[src/rtl/mem_dma_if.sv]
// Native picorv32-style memory bus between an initiator (master) and a responder (slave).
interface mem_dma_if;
  logic        mem_valid;
  logic        mem_instr;
  logic        mem_ready;
  logic [31:0] mem_addr;
  logic [31:0] mem_wdata;
  logic [3:0]  mem_wstrb;
  logic [31:0] mem_rdata;

  modport master (
    output mem_valid, mem_instr, mem_addr, mem_wdata, mem_wstrb,
    input  mem_ready, mem_rdata
  );

  modport slave (
    input  mem_valid, mem_instr, mem_addr, mem_wdata, mem_wstrb,
    output mem_ready, mem_rdata
  );
endinterface

[src/rtl/mem_dma_master.sv]
// Word-granular copy/fill DMA engine acting as initiator on the native memory bus.
// Copy alternates READ/WRITE per word; fill issues back-to-back writes of a fixed pattern.
module mem_dma_master #(
  parameter int LEN_W            = 16,
  parameter bit ADDR_ALIGN_CHECK = 1'b1
) (
  input  logic             clk,
  input  logic             resetn,
  input  logic             cfg_start,
  input  logic             cfg_fill,
  input  logic [31:0]      cfg_src,
  input  logic [31:0]      cfg_dst,
  input  logic [LEN_W-1:0] cfg_len,
  input  logic [31:0]      cfg_fill_val,
  input  logic             cfg_abort,
  output logic             busy,
  output logic             done,
  output logic             err,
  output logic             aborted,
  output logic [LEN_W-1:0] words_done,
  mem_dma_if.master        mem
);

  localparam logic [1:0]       ST_IDLE  = 2'd0;
  localparam logic [1:0]       ST_READ  = 2'd1;
  localparam logic [1:0]       ST_WRITE = 2'd2;
  localparam logic [LEN_W-1:0] LEN_ZERO = {LEN_W{1'b0}};
  localparam logic [LEN_W-1:0] LEN_ONE  = {{(LEN_W-1){1'b0}}, 1'b1};

  logic [1:0]       state_r;
  logic [31:0]      src_ptr_r;
  logic [31:0]      dst_ptr_r;
  logic [LEN_W-1:0] remaining_r;
  logic [LEN_W-1:0] words_done_r;
  logic             fill_r;
  logic             abort_r;
  logic             busy_r;
  logic             done_r;
  logic             err_r;
  logic             aborted_r;
  logic             mem_valid_r;
  logic [31:0]      mem_addr_r;
  logic [31:0]      mem_wdata_r;
  logic [3:0]       mem_wstrb_r;

  logic hs_s;
  logic misalign_s;
  logic abort_s;
  logic last_s;

  assign hs_s       = mem_valid_r && mem.mem_ready;
  assign misalign_s = (cfg_dst[1:0] != 2'b00) || (!cfg_fill && (cfg_src[1:0] != 2'b00));
  assign abort_s    = abort_r || cfg_abort;
  assign last_s     = (remaining_r == LEN_ONE);

  assign busy       = busy_r;
  assign done       = done_r;
  assign err        = err_r;
  assign aborted    = aborted_r;
  assign words_done = words_done_r;

  assign mem.mem_valid = mem_valid_r;
  assign mem.mem_instr = 1'b0;
  assign mem.mem_addr  = mem_addr_r;
  assign mem.mem_wdata = mem_wdata_r;
  assign mem.mem_wstrb = mem_wstrb_r;

  // Job sequencing, bus request registers and status flags.
  always_ff @(posedge clk or negedge resetn) begin
    if (!resetn) begin
      state_r      <= ST_IDLE;
      src_ptr_r    <= 32'd0;
      dst_ptr_r    <= 32'd0;
      remaining_r  <= LEN_ZERO;
      words_done_r <= LEN_ZERO;
      fill_r       <= 1'b0;
      abort_r      <= 1'b0;
      busy_r       <= 1'b0;
      done_r       <= 1'b0;
      err_r        <= 1'b0;
      aborted_r    <= 1'b0;
      mem_valid_r  <= 1'b0;
      mem_addr_r   <= 32'd0;
      mem_wdata_r  <= 32'd0;
      mem_wstrb_r  <= 4'b0000;
    end else begin
      done_r <= 1'b0;
      case (state_r)
        ST_IDLE: begin
          abort_r <= 1'b0;
          if (cfg_start) begin
            err_r        <= 1'b0;
            aborted_r    <= 1'b0;
            words_done_r <= LEN_ZERO;
            src_ptr_r    <= cfg_src;
            dst_ptr_r    <= cfg_dst;
            remaining_r  <= cfg_len;
            fill_r       <= cfg_fill;
            if (cfg_len == LEN_ZERO) begin
              done_r <= 1'b1;
            end else if (ADDR_ALIGN_CHECK && misalign_s) begin
              err_r  <= 1'b1;
              done_r <= 1'b1;
            end else begin
              busy_r      <= 1'b1;
              mem_valid_r <= 1'b1;
              if (cfg_fill) begin
                state_r     <= ST_WRITE;
                mem_addr_r  <= cfg_dst;
                mem_wdata_r <= cfg_fill_val;
                mem_wstrb_r <= 4'b1111;
              end else begin
                state_r     <= ST_READ;
                mem_addr_r  <= cfg_src;
                mem_wstrb_r <= 4'b0000;
              end
            end
          end
        end

        // A request is always outstanding while busy, so an abort lands on the next handshake.
        ST_READ: begin
          abort_r <= abort_s;
          if (hs_s) begin
            src_ptr_r <= src_ptr_r + 32'd4;
            if (abort_s) begin
              state_r     <= ST_IDLE;
              busy_r      <= 1'b0;
              done_r      <= 1'b1;
              aborted_r   <= 1'b1;
              mem_valid_r <= 1'b0;
              mem_wstrb_r <= 4'b0000;
            end else begin
              state_r     <= ST_WRITE;
              mem_addr_r  <= dst_ptr_r;
              mem_wdata_r <= mem.mem_rdata;
              mem_wstrb_r <= 4'b1111;
            end
          end
        end

        ST_WRITE: begin
          abort_r <= abort_s;
          if (hs_s) begin
            dst_ptr_r    <= dst_ptr_r + 32'd4;
            words_done_r <= words_done_r + LEN_ONE;
            remaining_r  <= remaining_r - LEN_ONE;
            if (last_s || abort_s) begin
              state_r     <= ST_IDLE;
              busy_r      <= 1'b0;
              done_r      <= 1'b1;
              aborted_r   <= !last_s;
              mem_valid_r <= 1'b0;
              mem_wstrb_r <= 4'b0000;
            end else if (fill_r) begin
              mem_addr_r <= dst_ptr_r + 32'd4;
            end else begin
              state_r     <= ST_READ;
              mem_addr_r  <= src_ptr_r;
              mem_wstrb_r <= 4'b0000;
            end
          end
        end

        default: begin
          state_r     <= ST_IDLE;
          busy_r      <= 1'b0;
          mem_valid_r <= 1'b0;
          mem_wstrb_r <= 4'b0000;
        end
      endcase
    end
  end

endmodule

[src/flat_wrapper.sv]
// flat-port wrapper written by rule: the top's interface ports become plain ports
module mem_dma_master_flat 
#(
  parameter int LEN_W            = 16,
  parameter bit ADDR_ALIGN_CHECK = 1'b1
)
  (clk, resetn, cfg_start, cfg_fill, cfg_src, cfg_dst, cfg_len, cfg_fill_val, cfg_abort, busy, done, err, aborted, words_done, mem_mem_valid, mem_mem_instr, mem_mem_addr, mem_mem_wdata, mem_mem_wstrb, mem_mem_ready, mem_mem_rdata);
  mem_dma_if mem_i ();
  input  logic clk;
  input  logic resetn;
  input  logic cfg_start;
  input  logic cfg_fill;
  input  logic [31:0] cfg_src;
  input  logic [31:0] cfg_dst;
  input  logic [LEN_W-1:0] cfg_len;
  input  logic [31:0] cfg_fill_val;
  input  logic cfg_abort;
  output logic busy;
  output logic done;
  output logic err;
  output logic aborted;
  output logic [LEN_W-1:0] words_done;
  output wire logic [$bits(mem_i.mem_valid)-1:0] mem_mem_valid;
  output wire logic [$bits(mem_i.mem_instr)-1:0] mem_mem_instr;
  output wire logic [$bits(mem_i.mem_addr)-1:0] mem_mem_addr;
  output wire logic [$bits(mem_i.mem_wdata)-1:0] mem_mem_wdata;
  output wire logic [$bits(mem_i.mem_wstrb)-1:0] mem_mem_wstrb;
  input wire logic [$bits(mem_i.mem_ready)-1:0] mem_mem_ready;
  input wire logic [$bits(mem_i.mem_rdata)-1:0] mem_mem_rdata;
  assign mem_mem_valid = mem_i.mem_valid;
  assign mem_mem_instr = mem_i.mem_instr;
  assign mem_mem_addr = mem_i.mem_addr;
  assign mem_mem_wdata = mem_i.mem_wdata;
  assign mem_mem_wstrb = mem_i.mem_wstrb;
  assign mem_i.mem_ready = mem_mem_ready;
  assign mem_i.mem_rdata = mem_mem_rdata;
  mem_dma_master #(.LEN_W(LEN_W), .ADDR_ALIGN_CHECK(ADDR_ALIGN_CHECK)) u_core (.clk(clk), .resetn(resetn), .cfg_start(cfg_start), .cfg_fill(cfg_fill), .cfg_src(cfg_src), .cfg_dst(cfg_dst), .cfg_len(cfg_len), .cfg_fill_val(cfg_fill_val), .cfg_abort(cfg_abort), .busy(busy), .done(done), .err(err), .aborted(aborted), .words_done(words_done), .mem(mem_i));
endmodule
[config.mk]
export PLATFORM = sky130hd
export DESIGN_NAME = mem_dma_master_flat
export DESIGN_NICKNAME = d
export VERILOG_FILES = /design/src/rtl/mem_dma_if.sv /design/src/rtl/mem_dma_master.sv /design/src/flat_wrapper.sv
export SDC_FILE = /design/constraint.sdc
export NUM_CORES = 1
export LEC_CHECK = 0
export BUFFER_PORTS_ARGS = -buffer_cell sky130_fd_sc_hd__buf_2
export CORE_ASPECT_RATIO = 0.9
export CORE_MARGIN = 4
export CORE_UTILIZATION = 40
export DETAILED_ROUTE_END_ITERATION = 8
export PLACE_DENSITY = 0.6
export SYNTH_ARGS = -nofsm -noshare
export SYNTH_HDL_FRONTEND = slang
export SYNTH_SLANG_ARGS = --single-unit
export TNS_END_PERCENT = 30
[constraint.sdc]
create_clock -name clk -period 2.8 [get_ports clk]
set_clock_uncertainty 0.15 [all_clocks]
set_input_delay 0.42 -clock clk [delete_from_list [all_inputs] [get_ports clk]]
set_output_delay 0.42 -clock clk [all_outputs]
set_load 0.02 [all_outputs]
==> summary.txt <==
Logic synthesis
  • Ys async rst share: 1.00
  • Most common flop cell mapped by yosys: dfrtp_1
  • Post-synth cell types: 65
  • Post-synth EDFFs: 0
  • Sequential share of the synthesized area: 0.406
  • Syn_nets: approximately 1.4k
  • Post-Syn Area: between 0.01 and 0.015 sq mm
  • Mapped Avg Cell Area: 8.40 sq um
  • Seq cells post-synth: roughly 170
  • Yosys warns: 0
  • Cells after synthesis: between 1k and 1.5k

Pwr
  • Power Total: about 16 mW
  • Peak VDD IR: about 680 uV
  • Clock power frac: 0.156
  • Seq pwr share: 0.310
  • Sw Pwr: 7.52 mW
  • P per Cell Area: roughly 1200 mW/mm^2
  • Combinational Power Share: 0.534
  • Leak Pwr: between 5 and 6 nW
  • Switching share of power: 0.481
  • Int Power: 8.12 mW

Floorplanning
  • Die Area: 0.0287 sq mm
  • # IOs: 240
  • Height of the die: roughly 160 microns
  • FP Rows: between 50 and 60
  • Initial Util: 0.410
  • Core box area: about 0.025 sq mm
  • Die X: about 180 microns

Global routing
  • Vias in the first global route: 9738
  • Global-route wire length before repair: roughly 54000 microns
  • Largest net degree at the start of global routing: 65
  • Initial antenna violation count: 2
  • Grt ovf: 0
  • Total Routing Usage GR: 0.233

Clock network
  • Skew-Pair Late Insertion Delay: 0.44 ns
  • Setup Buffers After CTS: 0
  • # clock sinks: 169
  • Clk slew on worst S/H paths: about 0.070 ns
  • Total CTS buffers: 17
  • Root Buffer: clkbuf_16
  • H-Tree Depth: 4
  • Clock buffer depth: 2
  • CTS tree: built

Cells and area
  • Area Growth Syn to Fin: 21.9%
  • Commonest non-fill, non-tap cell in the layout: buf_2
  • Share of cells above drive strength 1: 0.230
  • Filler Cells Inserted: ~2.5k
  • Footprint of the multi-input gates: between 0.005 and 0.006 sq mm
  • Nets@finish: roughly 1.6k
  • Most frequent cells in the layout: 237 x buf_2, 169 x dfrtp_1, 136 x nand2_1
  • Register Area: around 0.0042 sq mm

Setup path
  • Slowest cell on crit path: dfrtp_1
  • Worst Path Buf+Inv: 1
  • Critical path launch point: u_core.remaining_r[3]$_DFFE_PN0P_
  • CP startpoint kind: flop
  • Critical path class: flop to flop
  • Worst-path cell chain: or3_4 -> nor4_4 -> nand4_2 -> buf_4 -> a31oi_1 -> o21ai_0 -> mux2_2
  • RR Endpoint: u_core.state_r[1]$_DFFE_PN0P_
  • Crit. End Element: flop
  • RR Startpoint: u_core.remaining_r[3]$_DFFE_PN0P_
  • Crit path max-delay family: simple AND/OR/NAND/NOR gates
  • Worst EP required: 2.97 ns
  • Depth of the most critical reg-to-reg path: 7
  • WP data arrival: ~2.8 ns
  • Worst Path Max Fanout: 6
  • CP peak stage delay: 0.43 ns
  • R2R setup slack: a little over 0.2 ns

Status
  • Outcome: complete, no violations

Timing
  • RSZ-0062 raised after global routing: no
  • Hold_ws: 0.0918 ns
  • Final min period: between 2 and 3 ns
  • Final period util: 0.926
  • Max Fclk: between 0.3 and 0.4 GHz
  • Hold Vio Cnt, Final: 0
  • Final Max Slew Viols: 0
  • Worst-Margin Slew: between 0.8 and 0.9 ns
  • Setup TNS: 0 ns
  • Setup violations, final: 0
  • Slew HR: 0.430

Drt
  • Antenna viol nets, final: 0
  • Detailed Routing Iterations Pass 1: 6
  • DRC: 0
  • Wire length per cell: 18.9 microns
  • DRT Wirelength: about 34000 microns
  • Via density per instance: around 5.7
  • Initial DRC count: 894
  • Via count: between 10k and 15k

Worst hold path
  • Min-delay src: cfg_len[8]
  • Hold EP: u_core.remaining_r[8]$_DFFE_PN0P_
  • Worst hold path class: input pin to flop
  • Worst hold path stage count: 2

Placement
  • HPWL Detailed: 24700 microns
  • Gpl congestion: about 0.9
  • Number of I/O port buffers: ~240

Flow run
  • Max-cap check violation count: 0
[metrics by stage]
step            util  cells  setup WS [ns]  area, sq um
2_1_floorplan      -   1240          0.397        10400
3_3_place_gp   0.476   1763          0.193        12100
3_5_place_dp   0.476   1763          0.151        12100
4_1_cts        0.500   1796          0.233        12700
5_1_grt        0.500   1798         0.0622        12700
6_report       0.500   1798          0.207        12700
[worst max-delay path by stage]
| stage | end | cells past startpoint |
|---|---|---|
| 6_report | u_core.state_r[1]$_DFFE_PN0P_ | 7 |
| 5_1_grt | u_core.mem.mem_addr[20]$_DFFE_PN0P_ | 7 |
| 4_1_cts | u_core.state_r[1]$_DFFE_PN0P_ | 7 |
| 3_5_place_dp | u_core.state_r[1]$_DFFE_PN0P_ | 6 |
| 3_3_place_gp | u_core.mem.mem_addr[9]$_DFFE_PN0P_ | 7 |
| 2_1_floorplan | u_core.dst_ptr_r[17]$_DFFE_PN0P_ | 9 |
[synth_stat cells, drive strengths merged, types with 2 or more instances]
cell     count  share of area
or2          3         0.0018
o2111ai      3         0.0025
o22ai       49          0.029
or3          5         0.0035
and2         5         0.0030
a31oi       23          0.014
o31ai       20          0.014
a22oi       11         0.0079
a22o        10         0.0084
xnor2       12          0.010
a21o         3         0.0022
nor4        14          0.012
a211oi      24          0.018
clkbuf      65          0.024
o211ai       5         0.0036
o21a         8         0.0058
nand3       57          0.027
a41oi        4         0.0034
nand2b       5         0.0030
a221oi       8         0.0067
nand4       22          0.015
mux2         9         0.0097
nor3        19         0.0091
xor2        15          0.013
dfrtp      169           0.41
a21oi      135          0.065
and4         2         0.0017
ha          10          0.012
nor2       114          0.041
o2bb2ai      2         0.0017
mux2i       65          0.062
nor2b       28          0.017
nand2      136          0.049
o22a         6         0.0050
o221ai       5         0.0048
inv         17         0.0061
clkinv       3         0.0011
buf         31          0.016
o21ai       84          0.040
and3        22          0.013
[routing by layer]
metal	vias up	GRT usage	routed length, microns
met3	41	0.0449	2010
met4	0	0.0668	712
met2	342	0.374	16000
met1	4879	0.321	15200
met5	-	0	0
li1	4958	-	-
[power groups by stage]
stage	combinational, mW	clock [mW]	sequential, mW
4_1_cts	8.38	2.49	4.83
5_1_grt	9.27	2.59	5.02
3_3_place_gp	8.20	0	4.84
6_report	8.35	2.44	4.85
2_1_floorplan	5.42	0	5.02
3_5_place_dp	8.36	0	4.86
[sequential cells by signal (all words and copies together) (netlist names)]
signal                flops
u_core.mem.mem_valid      1
u_core.mem.mem_wdata     32
u_core.words_done        16
u_core.aborted            1
u_core.state_r            2
u_core.mem.mem_addr      32
u_core.err                1
u_core.abort_r            1
u_core.src_ptr_r         32
u_core.remaining_r       16
u_core.mem.mem_wstrb      1
u_core.done               1
u_core.fill_r             1
u_core.dst_ptr_r         32
[cell families after synthesis]
logic type,synth area share
adders and majority gates,0.0120
and+or+nand+nor,0.199
muxes,0.0722
buffers and inverters,0.0465
other,0.000360
xor gates and xnor gates,0.0227
AOI/OAI and AO/OA,0.241
DFF,0.406
[final cells by class]
type | instances | share of cell area
repair buffers | 278 | 0.127
inverters | 20 | 0.00592
clock inverters | 13 | 0.0124
well taps | 342 | 0.0337
clock buffers | 19 | 0.0341
flip-flops and latches | 169 | 0.333
diodes | 2 | 0.000394
multi-input cells | 955 | 0.453
[repair_timing]
action / CTS / global route
hold endpoints to repair: 56 / 0
resized for setup: 0 / 0
hold buffers: 1 / 0
Note: power is estimated with default switching activity, not from simulation.
